`config.mk`:
```
export PLATFORM = sky130hd
export DESIGN_NAME = cs_loader_flat
export DESIGN_NICKNAME = d
export VERILOG_FILES = /design/src/rtl/cs_loader_if.sv /design/src/rtl/cs_loader.sv /design/src/flat_wrapper.sv
export SDC_FILE = /design/constraint.sdc
export NUM_CORES = 1
export LEC_CHECK = 0
export ABC_AREA = 1
export CAP_MARGIN = 15
export CORE_UTILIZATION = 25
export CTS_CLUSTER_DIAMETER = 200
export DETAILED_ROUTE_END_ITERATION = 12
export PLACE_DENSITY = 0.56
export SLEW_MARGIN = 5
export SYNTH_ARGS = -nofsm -noshare
export SYNTH_HDL_FRONTEND = slang
export SYNTH_SLANG_ARGS = --single-unit
```
`constraint.sdc`:
```
create_clock -name clk -period 3 [get_ports clk]
set_input_delay 0.3 -clock clk [delete_from_list [all_inputs] [get_ports clk]]
set_output_delay 0.3 -clock clk [all_outputs]
set_load 0.05 [all_outputs]
```
`src/rtl/cs_loader_if.sv`:
```
// cs_loader_if -- bus between the control store loader, the microcode EPROM
// and the control store RAM.
//
// Handshake: there is no back-pressure on this bus. cs_ram__w low for one
// cycle marks a valid write of ram_data_out to cs_addr, and the RAM must
// accept it in that cycle. EPROM and RAM reads are plain addressed reads that
// are sampled a fixed number of cycles after cs_addr settles. cs_ready high
// hands ownership of the control store address to the sequencer. cs_error
// high reports a failed verify. The two flags are never high together.
interface cs_loader_if #(
  parameter int ADDR_WIDTH = 8,
  parameter int DATA_WIDTH = 64
);
  logic [ADDR_WIDTH-1:0] cs_addr;
  logic [DATA_WIDTH-1:0] rom_data;
  logic [DATA_WIDTH-1:0] ram_data_out;
  logic [DATA_WIDTH-1:0] ram_data_in;
  logic                  cs_ram__w;
  logic                  cs_ready;
  logic                  cs_error;

  modport master (
    output cs_addr, ram_data_out, cs_ram__w, cs_ready, cs_error,
    input  rom_data, ram_data_in
  );

  modport slave (
    input  cs_addr, ram_data_out, cs_ram__w, cs_ready, cs_error,
    output rom_data, ram_data_in
  );
endinterface

```
`src/rtl/cs_loader.sv`:
```
// cs_loader -- copies the microcode EPROM into the control store RAM after
// reset, one word per WAIT_CYCLES+4 cycles. It then either hands the store to
// the sequencer (cs_ready) or, with CS_LOADER_VERIFY_EN defined, first reads
// every word back and compares it against the EPROM. A mismatch parks the
// loader in ERROR with the failing address on cs_addr.
// Optional feature macro: CS_LOADER_VERIFY_EN (verify pass).
module cs_loader #(
  parameter int ADDR_WIDTH  = 8,
  parameter int DATA_WIDTH  = 64,
  parameter int WAIT_CYCLES = 1   // extra EPROM access cycles, 0..7
) (
  input  logic        clk,
  input  logic        _reset,
  cs_loader_if.master bus,
  output logic [3:0]  o_dbg_state
);

  typedef enum logic [3:0] {
    IDLE   = 4'd0,
    FETCH  = 4'd1,
    LATCH  = 4'd2,
    WRITE  = 4'd3,
    HOLD   = 4'd4,
`ifdef CS_LOADER_VERIFY_EN
    VFETCH = 4'd5,
    VCMP   = 4'd6,
    ERROR  = 4'd8,
`endif
    DONE   = 4'd7
  } state_t;

  localparam logic [2:0] WAIT_LAST = 3'(WAIT_CYCLES);

  state_t                r_state;
  state_t                w_next;
  logic [ADDR_WIDTH-1:0] r_addr;
  logic [DATA_WIDTH-1:0] r_data;
  logic [2:0]            r_wait;
  logic                  r_we_n;
  logic                  r_ready;
  logic                  w_addr_last;
  logic                  w_wait_done;

  assign w_addr_last = &r_addr;
  assign w_wait_done = (r_wait == WAIT_LAST);

`ifdef CS_LOADER_VERIFY_EN
  logic w_match;
  logic r_error;
  assign w_match = (bus.rom_data == bus.ram_data_in);
`else
  // The read-back path exists only for the verify pass.
  logic w_unused;
  assign w_unused = ^bus.ram_data_in;
`endif

  // State register.
  always_ff @(posedge clk or negedge _reset) begin
    if (!_reset) r_state <= IDLE;
    else         r_state <= w_next;
  end

  // Next-state decode.
  always_comb begin
    w_next = r_state;
    case (r_state)
      IDLE:  w_next = FETCH;
      FETCH: if (w_wait_done) w_next = LATCH;
      LATCH: w_next = WRITE;
      WRITE: w_next = HOLD;
      HOLD: begin
        if (w_addr_last) begin
`ifdef CS_LOADER_VERIFY_EN
          w_next = VFETCH;
`else
          w_next = DONE;
`endif
        end else begin
          w_next = FETCH;
        end
      end
`ifdef CS_LOADER_VERIFY_EN
      VFETCH: if (w_wait_done) w_next = VCMP;
      VCMP: begin
        if (!w_match)         w_next = ERROR;
        else if (w_addr_last) w_next = DONE;
        else                  w_next = VFETCH;
      end
      ERROR: w_next = ERROR;
`endif
      DONE:    w_next = DONE;
      default: w_next = IDLE;
    endcase
  end

  // Address, data and access-wait counter; the address never wraps because
  // the all-ones word leaves the load loop instead of incrementing.
  always_ff @(posedge clk or negedge _reset) begin
    if (!_reset) begin
      r_addr <= '0;
      r_data <= '0;
      r_wait <= 3'd0;
    end else begin
      case (r_state)
        IDLE: begin
          r_addr <= '0;
          r_wait <= 3'd0;
        end
        FETCH: r_wait <= w_wait_done ? 3'd0 : r_wait + 3'd1;
        LATCH: r_data <= bus.rom_data;
        HOLD: begin
          if (!w_addr_last) begin
            r_addr <= r_addr + {{(ADDR_WIDTH-1){1'b0}}, 1'b1};
          end else begin
`ifdef CS_LOADER_VERIFY_EN
            r_addr <= '0;
`endif
          end
        end
`ifdef CS_LOADER_VERIFY_EN
        VFETCH: r_wait <= w_wait_done ? 3'd0 : r_wait + 3'd1;
        VCMP: begin
          if (w_match && !w_addr_last) begin
            r_addr <= r_addr + {{(ADDR_WIDTH-1){1'b0}}, 1'b1};
          end
        end
`endif
        default: ;
      endcase
    end
  end

  // Status outputs registered from the next state so they change cleanly on
  // the same edge as the state they describe.
  always_ff @(posedge clk or negedge _reset) begin
    if (!_reset) begin
      r_we_n  <= 1'b1;
      r_ready <= 1'b0;
    end else begin
      r_we_n  <= (w_next != WRITE);
      r_ready <= (w_next == DONE);
    end
  end

`ifdef CS_LOADER_VERIFY_EN
  // Error flag, set only on entry to ERROR.
  always_ff @(posedge clk or negedge _reset) begin
    if (!_reset) r_error <= 1'b0;
    else         r_error <= (w_next == ERROR);
  end
  assign bus.cs_error = r_error;
`else
  assign bus.cs_error = 1'b0;
`endif

  assign bus.cs_addr      = r_addr;
  assign bus.ram_data_out = r_data;
  assign bus.cs_ram__w    = r_we_n;
  assign bus.cs_ready     = r_ready;
  assign o_dbg_state      = r_state;

endmodule

```
`src/flat_wrapper.sv`:
```
// flat-port wrapper written by rule: the top's interface ports become plain ports
module cs_loader_flat 
#(
  parameter int ADDR_WIDTH  = 8,
  parameter int DATA_WIDTH  = 64,
  parameter int WAIT_CYCLES = 1                                     
)
  (clk, _reset, o_dbg_state, bus_cs_addr, bus_ram_data_out, bus_cs_ram__w, bus_cs_ready, bus_cs_error, bus_rom_data, bus_ram_data_in);
  cs_loader_if #(.ADDR_WIDTH(ADDR_WIDTH), .DATA_WIDTH(DATA_WIDTH)) bus_i ();
  input  logic clk;
  input  logic _reset;
  output logic [3:0] o_dbg_state;
  output wire logic [$bits(bus_i.cs_addr)-1:0] bus_cs_addr;
  output wire logic [$bits(bus_i.ram_data_out)-1:0] bus_ram_data_out;
  output wire logic [$bits(bus_i.cs_ram__w)-1:0] bus_cs_ram__w;
  output wire logic [$bits(bus_i.cs_ready)-1:0] bus_cs_ready;
  output wire logic [$bits(bus_i.cs_error)-1:0] bus_cs_error;
  input wire logic [$bits(bus_i.rom_data)-1:0] bus_rom_data;
  input wire logic [$bits(bus_i.ram_data_in)-1:0] bus_ram_data_in;
  assign bus_cs_addr = bus_i.cs_addr;
  assign bus_ram_data_out = bus_i.ram_data_out;
  assign bus_cs_ram__w = bus_i.cs_ram__w;
  assign bus_cs_ready = bus_i.cs_ready;
  assign bus_cs_error = bus_i.cs_error;
  assign bus_i.rom_data = bus_rom_data;
  assign bus_i.ram_data_in = bus_ram_data_in;
  cs_loader #(.ADDR_WIDTH(ADDR_WIDTH), .DATA_WIDTH(DATA_WIDTH), .WAIT_CYCLES(WAIT_CYCLES)) u_core (.clk(clk), ._reset(_reset), .bus(bus_i), .o_dbg_state(o_dbg_state));
endmodule
```
Yosys cells after proc, flatten, opt, wreduce, memory -nomap -nowiden. Cells that the tools add are included.

Flip-flop bits (word level): 81. Input port bits: 130. Output and inout port bits: 79.

$add $sub $neg: 2. Eq/ne operators: 9. Muxes and demuxes: 7. Reduce and logical (&&, ||, !) cells: 5.

Operators with widths (count): $pmux W4 S6 (1); $pmux W8 S2 (1); $eq A4 B3 Y1 const B (3); $add A8 B1 Y8 const B (1); $eq A4 B2 Y1 const B (2); $mux W8 (1); $reduce_and A8 Y1 (1); $mux W3 (2); $pmux W3 S2 (1); $eq A4 B1 Y1 const B (1); $logic_not A4 Y1 (1); $mux W4 (1); $ne A4 B2 Y1 const B (1); $reduce_bool A2 Y1 (2); $add A3 B1 Y3 const B (1); $eq A3 B1 Y1 const B (1); $ne A2 B2 Y1 const B (1); $reduce_and A2 Y1 (1).

Depth between registers and ports, before layout. Gate-level depths: netlist of run 1.

Depth in word-level cells: 4. Depth in mapped cells: 8. Gate-level depth less buffers: 8.

Worst setup path after synthesis of run 1. OpenSTA, ideal clock, no wires.

Kind: register -> register. Start: reg u_core.r_addr[0], in the netlist u_core.bus.cs_addr[0]. End: reg u_core.r_addr[7], in the netlist u_core.bus.cs_addr[7]. Data arrival time: 1554 ps. Required time: 2873 ps. Path slack: 1319 ps. Stages on the path, launching flop included: 7. Clock period less this slack: 1681 ps. Cell sequence: dfrtp_1 ha_1 nand2_1 nor2_1 nand2_1 a21oi_2 o21ai_1.

Word-level cells in the longest chain between the ends: 3. Elaborated cells on any way between the ends: 6.

RTL lines: start, declared (RTL line cs_loader.sv:36) `logic [ADDR_WIDTH-1:0] r_addr;`; start signal, assigned (RTL line cs_loader.sv:113) `r_addr <= r_addr + {{(ADDR_WIDTH-1){1'b0}}, 1'b1};`; $add A8 B1 Y8 or $reduce_and A8 Y1 (tied branches) (RTL line cs_loader.sv:113, cs_loader.sv:44); $mux W8 or $ne A2 B2 Y1 (tied branches); $pmux W8 S2 or $reduce_and A2 Y1 (tied branches).

Parallel ways exist; a longest one is shown, timed or not. The select of a mux whose other input is x is not followed. A chain may end at the register's enable or synchronous reset.

Final worst setup path of run 1.
Start: reg u_core.r_we_n, in the netlist u_core.bus.cs_ram__w. End: out bus_cs_ram__w.

RTL lines: start, declared (RTL line cs_loader.sv:39) `logic r_we_n;`; start signal, assigned (RTL line cs_loader.sv:140) `r_we_n <= (w_next != WRITE);`; end, declared (RTL line flat_wrapper.sv:15) `output wire logic [$bits(bus_i.cs_ram__w)-1:0] bus_cs_ram__w;`.

No word-level cell between the ends.

==> results of run 1 <==
==> layer usage <==
layer  up-vias  global-route usage, %
li1       1135                      -
met4         0                   3.09
met2        80                   17.6
met1      1159                   15.2
met5         -                      0
met3         6                   4.73
==> layout by cell type, fill, tap and decap left out, drive strengths merged, types with 3 or more instances in the layout <==
| cell type | n |
|---|---|
| a21oi | 6 |
| dfrtp | 80 |
| nor2 | 13 |
| bufinv | 3 |
| buf | 4 |
| clkdlybuf4s50 | 142 |
| nand2 | 28 |
| clkbuf | 11 |
| mux2 | 64 |
| nand3 | 15 |
| inv | 13 |
| o21ai | 7 |
==> path summary, 6_finish.rpt <==
kind,from,endpoint,slack [ps],cells after the start
max,u_core.bus.cs_ram__w$_DFF_PN1_,bus_cs_ram__w,1050,1
min,_reset,u_core.bus.ram_data_out[1]$_DFFE_PN0N_,500,2
max reg2reg,u_core.o_dbg_state[3]$_DFF_PN0_,u_core.bus.ram_data_out[61]$_DFFE_PN0N_,1200,4
min reg2reg,u_core.bus.ram_data_out[45]$_DFFE_PN0N_,u_core.bus.ram_data_out[45]$_DFFE_PN0N_,500,1
max in group asynchronous,_reset,u_core.bus.cs_ram__w$_DFF_PN1_,1830,3
min in group clk,u_core.bus.ram_data_out[45]$_DFFE_PN0N_,u_core.bus.ram_data_out[45]$_DFFE_PN0N_,500,1
==> area by class of cell <==
cell class                      instances  area [µm²]
Clock inverter                          5         103
Inverter                               13        48.8
Multi-Input combinational cell        144        1260
Sequential cell                        81        2030
Timing Repair Buffer                  147        1490
Clock buffer                           11         243
Fill cell                            1235        7900
Tap cell                              176         220
==> through the flow <==
step / instance area [µm²] / hold slack (ps) / total power, mW
after global placement: 5020 / 488 / 5.42
after global routing: 5390 / 512 / 6.99
final: 5390 / 501 / 6.68
after detailed placement: 5020 / 492 / 5.45
after CTS: 5360 / 184 / 6.77
after floorplan: 3410 / 4.41 / 4.25
==> sequential cells by signal (all words and copies together), names as in the netlist <==
signal                   cells
u_core.o_dbg_state           4
u_core.bus.cs_addr           8
u_core.bus.ram_data_out     64
u_core.r_wait                3
u_core.bus.cs_ram__w         1
u_core.bus.cs_ready          1
==> report_power, final <==
group	total, mW	internal, mW	switching [mW]
clock	1.26	0.834	0.423
combinational	3.57	1.41	2.16
sequential	1.85	1.58	0.268
==> kinds of logic after synthesis <==
logic type / Yosys count
AOI/OAI and AO/OA: 15
muxes: 64
other: 1
buffers and inverters: 22
DFF: 81
and+or+nand+nor: 61
adders and majority gates: 1
xor gates and xnor gates: 1
==> results.json, run 1 <==
{
  "synthXorXnorAreaFrac_pct": 0.257,
  "htreeDepth": 3,
  "critPathTopFamily": "buffers and inverters",
  "drc_errors": 0,
  "wl_met2_um": 3590,
  "rsz0062_at_grt": "no",
  "synth_area_per_cell_um2": 13.9,
  "min_period_ps": 1950,
  "worstPathArrival_ps": 1650,
  "portBuffers": 143,
  "core_area_um2": 13300,
  "max_freq_mhz": 513,
  "clk_pin_slew_ps": 60,
  "synth_compound_area_share_pct": 2.46,
  "crit_path_end_kind": "output pin",
  "nets": 527,
  "crit_path_max_incr_delay_ps": 800,
  "finalCritPeriodShare_pct": 65.0,
  "hold_path_class": "primary input to asynchronous set/reset pin",
  "wl_met3_um": 498,
  "netlist_top_cells_count": "80 x dfrtp_1, 40 x mux2_4, 28 x nand2_1",
  "synthArstFlopShare_pct": 100,
  "startpoint_type": "flop",
  "powerDensity_nw_per_um2": 1240,
  "syn2layout_area_growth_pct": 58.2,
  "final_layout_size_suffix_gt1_share_pct": 22.2,
  "cts_setup_buffers": 0,
  "synth_top_cells_by_area": "dfrtp_1 59%, mux2_4 18%, mux2_2 7.9%",
  "required_ps": 2700,
  "vias_per_cell": 4.12,
  "fp.dieH_um": 119,
  "gr-usage-all-layers_pct": 11.6,
  "synth_top_area_share_pct": 58.7,
  "yosysMostFrequentCell": "dfrtp_1",
  "dp_hpwl_um": 5360,
  "cp_max_fo": 1,
  "synth_area_um2": 3410,
  "start_util_pct": 25.6,
  "routabilityCongestion": 0.748,
  "worstMarginPinSlew_ps": 794,
  "clock_latency_ps": 330,
  "grt_pass1_vias": 2497,
  "utilization_pct": 40.6,
  "cts-buffers-inserted": 9,
  "power_leakage_nw": 2.39,
  "wl_per_cell_um": 13.3,
  "ys_types": 27,
  "synth_edf_count": 0,
  "wl_met1_um": 3540,
  "finalNonFillerCells": 577,
  "dp.cells": 559,
  "setup_viol": 0,
  "first_iter_violations": 76,
  "synthMuxAreaShare_pct": 25.5,
  "ys.flop_type": "dfrtp_1",
  "cap_violations": 0,
  "die_area_um2": 14100,
  "netlist.top_cell.by_area": "dfrtp_1",
  "crit_chain": "clkdlybuf4s50_1",
  "synth_top_family_by_area": "multiplexers",
  "placementRows": 42,
  "clockRootBuffer": "clkbuf_16",
  "relSlewSlack_pct": 46.9,
  "grt_start_max_net_pins": 82,
  "drt_pass1_iterations": 4,
  "ioPinCount": 209,
  "drv_slew": 0,
  "fin_worst_skew_ps": 3.91,
  "synthAdderAreaFrac_pct": 0.367,
  "antenna_found_initial": 0,
  "syn_inst": 246,
  "fin_tns_setup_ps": 0,
  "ctsHoldBuffers": 0,
  "totalWireLength_um": 7700,
  "cts_tree": "done",
  "clock-sinks": 81,
  "clk_path_buf_depth": 2,
  "synth-warning-count": 0,
  "critical_path_class": "flop to output pin",
  "yosysSeqAreaShare_pct": 59.5,
  "status": "completed",
  "synth_simple_gate_area_share_pct": 8.04,
  "worst-path-buf-inv": 1,
  "synth_seq_cells": 81,
  "finalHoldViolations": 0,
  "ir_drop_mv": 0.524,
  "dr_total_vias": 2380,
  "grt.overflow.total": 0,
  "cp_slowest_cell": "clkdlybuf4s50_1",
  "grt_pass1_wl_um": 12700,
  "pre_cts_slack_ps": 1190,
  "ant_nets": 0,
  "fin_ws_ps": 1050,
  "diodes": 0,
  "cts_resized": 0,
  "top_layer": "met4",
  "die_width_um": 119
}
(Power assumes the default switching activity.)
==> inputs of run 2 (changes only) <==
==> constraint.sdc (replaced) <==
create_clock -name clk -period 1.8 [get_ports clk]
set_input_delay 0.18 -clock clk [delete_from_list [all_inputs] [get_ports clk]]
set_output_delay 0.18 -clock clk [all_outputs]
set_load 0.05 [all_outputs]
==> run 2 against run 1 <==
- global-route usage is 0.24 points higher
- first-iteration DRC count decreased by 20%
- clock power grew 48%
- largest power group unchanged
==> results.json, run 2 (synthesized netlist as in run 1, its figures left out) <==
{
  "antenna_found_initial": 0,
  "vias_per_cell": 4.16,
  "fp.dieH_um": 119,
  "rsz0062_at_grt": "no",
  "status": "completed",
  "layout_commonest_cell": "clkdlybuf4s50_1",
  "final_layout_size_suffix_gt1_share_pct": 24.3,
  "clk_path_buf_depth": 2,
  "drc_errors": 0,
  "cts_setup_buffers": 0,
  "worst-path-buf-inv": 1,
  "cp_slowest_cell": "clkdlybuf4s50_1",
  "crit_path_end_kind": "output pin",
  "routabilityCongestion": 0.719,
  "htreeDepth": 3,
  "grt.overflow.total": 0,
  "crit_path_max_incr_delay_ps": 830,
  "start_util_pct": 25.6,
  "nets": 529,
  "required_ps": 1620,
  "diodes": 0,
  "worstMarginPinSlew_ps": 537,
  "ff2ff_path_depth": 6,
  "fin_area_um2": 5380,
  "die_area_um2": 14100,
  "core_area_um2": 13300,
  "ioPinCount": 209,
  "syn2layout_area_growth_pct": 57.7,
  "gr-usage-all-layers_pct": 11.8,
  "powerDensity_nw_per_um2": 2030,
  "use_met2_pct": 18.2,
  "clockRootBuffer": "clkbuf_16",
  "largest_reg_flops": 64,
  "finalHoldViolations": 0,
  "fin_tns_setup_ps": 0,
  "clock_latency_ps": 330,
  "min_period_ps": 1690,
  "ant_nets": 0,
  "wl_per_cell_um": 13.5,
  "worstPathArrival_ps": 1510,
  "startpoint_type": "flop",
  "relSlewSlack_pct": 64.1,
  "ir_drop_mv": 0.733,
  "regToRegSetupSlack_ps": 250,
  "r2r_end": "u_core.bus.cs_addr[7]$_DFFE_PN0P_",
  "power_leakage_nw": 2.50,
  "grt_pass1_wl_um": 12700,
  "grt.met1_usage_pct": 15.2,
  "placementRows": 42,
  "power_mw": 10.9,
  "cp-startpoint": "u_core.bus.ram_data_out[34]$_DFFE_PN0N_",
  "grt_pass1_vias": 2459,
  "post_dp_cell_area_um2": 5050,
  "clk_pin_slew_ps": 60,
  "fin_worst_skew_ps": 6.20,
  "drt_pass1_iterations": 4,
  "dr_total_vias": 2410,
  "cap_violations": 0,
  "max_freq_mhz": 592,
  "finalCritPeriodShare_pct": 93.9,
  "crit_chain": "clkdlybuf4s50_1",
  "grt_start_max_net_pins": 36,
  "top_usage_layer": "met2",
  "drv_slew": 0,
  "critical_path_class": "flop to output pin",
  "cts_tree": "done",
  "cp.depth": 1,
  "die_width_um": 119,
  "first_iter_violations": 61,
  "portBuffers": 143,
  "final_cell_mix": "128 x clkdlybuf4s50_1, 80 x dfrtp_1, 40 x mux2_4",
  "cts-buffers-inserted": 9,
  "reg2reg_from": "u_core.bus.cs_addr[0]$_DFFE_PN0P_",
  "clock-sinks": 81,
  "hold_path_class": "primary input to asynchronous set/reset pin",
  "dp_hpwl_um": 5500,
  "use_met3_pct": 4.25,
  "totalWireLength_um": 7830,
  "critPathTopFamily": "buffers and inverters",
  "setup_viol": 0,
  "cp_max_fo": 2
}
[run 2: cell types whose count changed in the layout (fill, tap and decap cells not counted), sizes merged]
cell,change
dlymetal6s2s,+5
bufinv,-2
clkinv,+1
buf,+9
dlygate4sd2,+2
clkbuf,+1
clkdlybuf4s50,-14
[run 2: repair_timing]
action                     4_1_cts  5_1_grt
hold buffers                     1        0
gates resized for setup          2        5
hold endpoints to repair        27        0
setup endpoints to repair        2        5
[run 2: worst max-delay path by stage]
stage / end / slack [ps]
finish: bus_ram_data_out[34] / 110
global route: u_core.bus.cs_addr[2]$_DFFE_PN0P_ / 9
CTS: o_dbg_state[2] / 7
detailed placement: u_core.bus.cs_addr[7]$_DFFE_PN0P_ / 250
global placement: u_core.bus.cs_addr[7]$_DFFE_PN0P_ / 260
floorplan: u_core.bus.cs_addr[7]$_DFFE_PN0P_ / 120
[run 2: per-layer routing]
| layer | wire, µm | part of all wire (%) |
|---|---|---|
| met4 | 107 | 1.4 |
| met2 | 3640 | 46 |
| met5 | 0 | 0 |
| met1 | 3630 | 46 |
| met3 | 455 | 5.8 |
[run 2: power breakdown]
part / internal, mW / total, mW / leakage (nW) / switching [mW]
sequential: 2.63 / 3.07 / 0.972 / 0.442
clock: 1.15 / 1.87 / 0.149 / 0.718
combinational: 2.35 / 5.96 / 1.38 / 3.61
total: 6.13 / 10.9 / 2.50 / 4.77
[run 2: final cells by class]
type                    instances  area (µm²)
fillers                      1260        7920
flip-flops and latches         81        2030
repair buffers                149        1510
multi-input cells             144        1260
clock buffers                  12         256
well taps                     176         220
clock inverters                 4        51.3
inverters                      13        48.8
[run 2: metrics by stage]
step	hold WS (ps)	setup WS, ps	cells	util, %
global route	355	9.31	579	40.4
finish	332	109	579	40.4
floorplan	-116	119	247	-
CTS	325	7.02	579	40.3
global placement	140	262	562	38.0
detailed placement	145	246	562	38.0
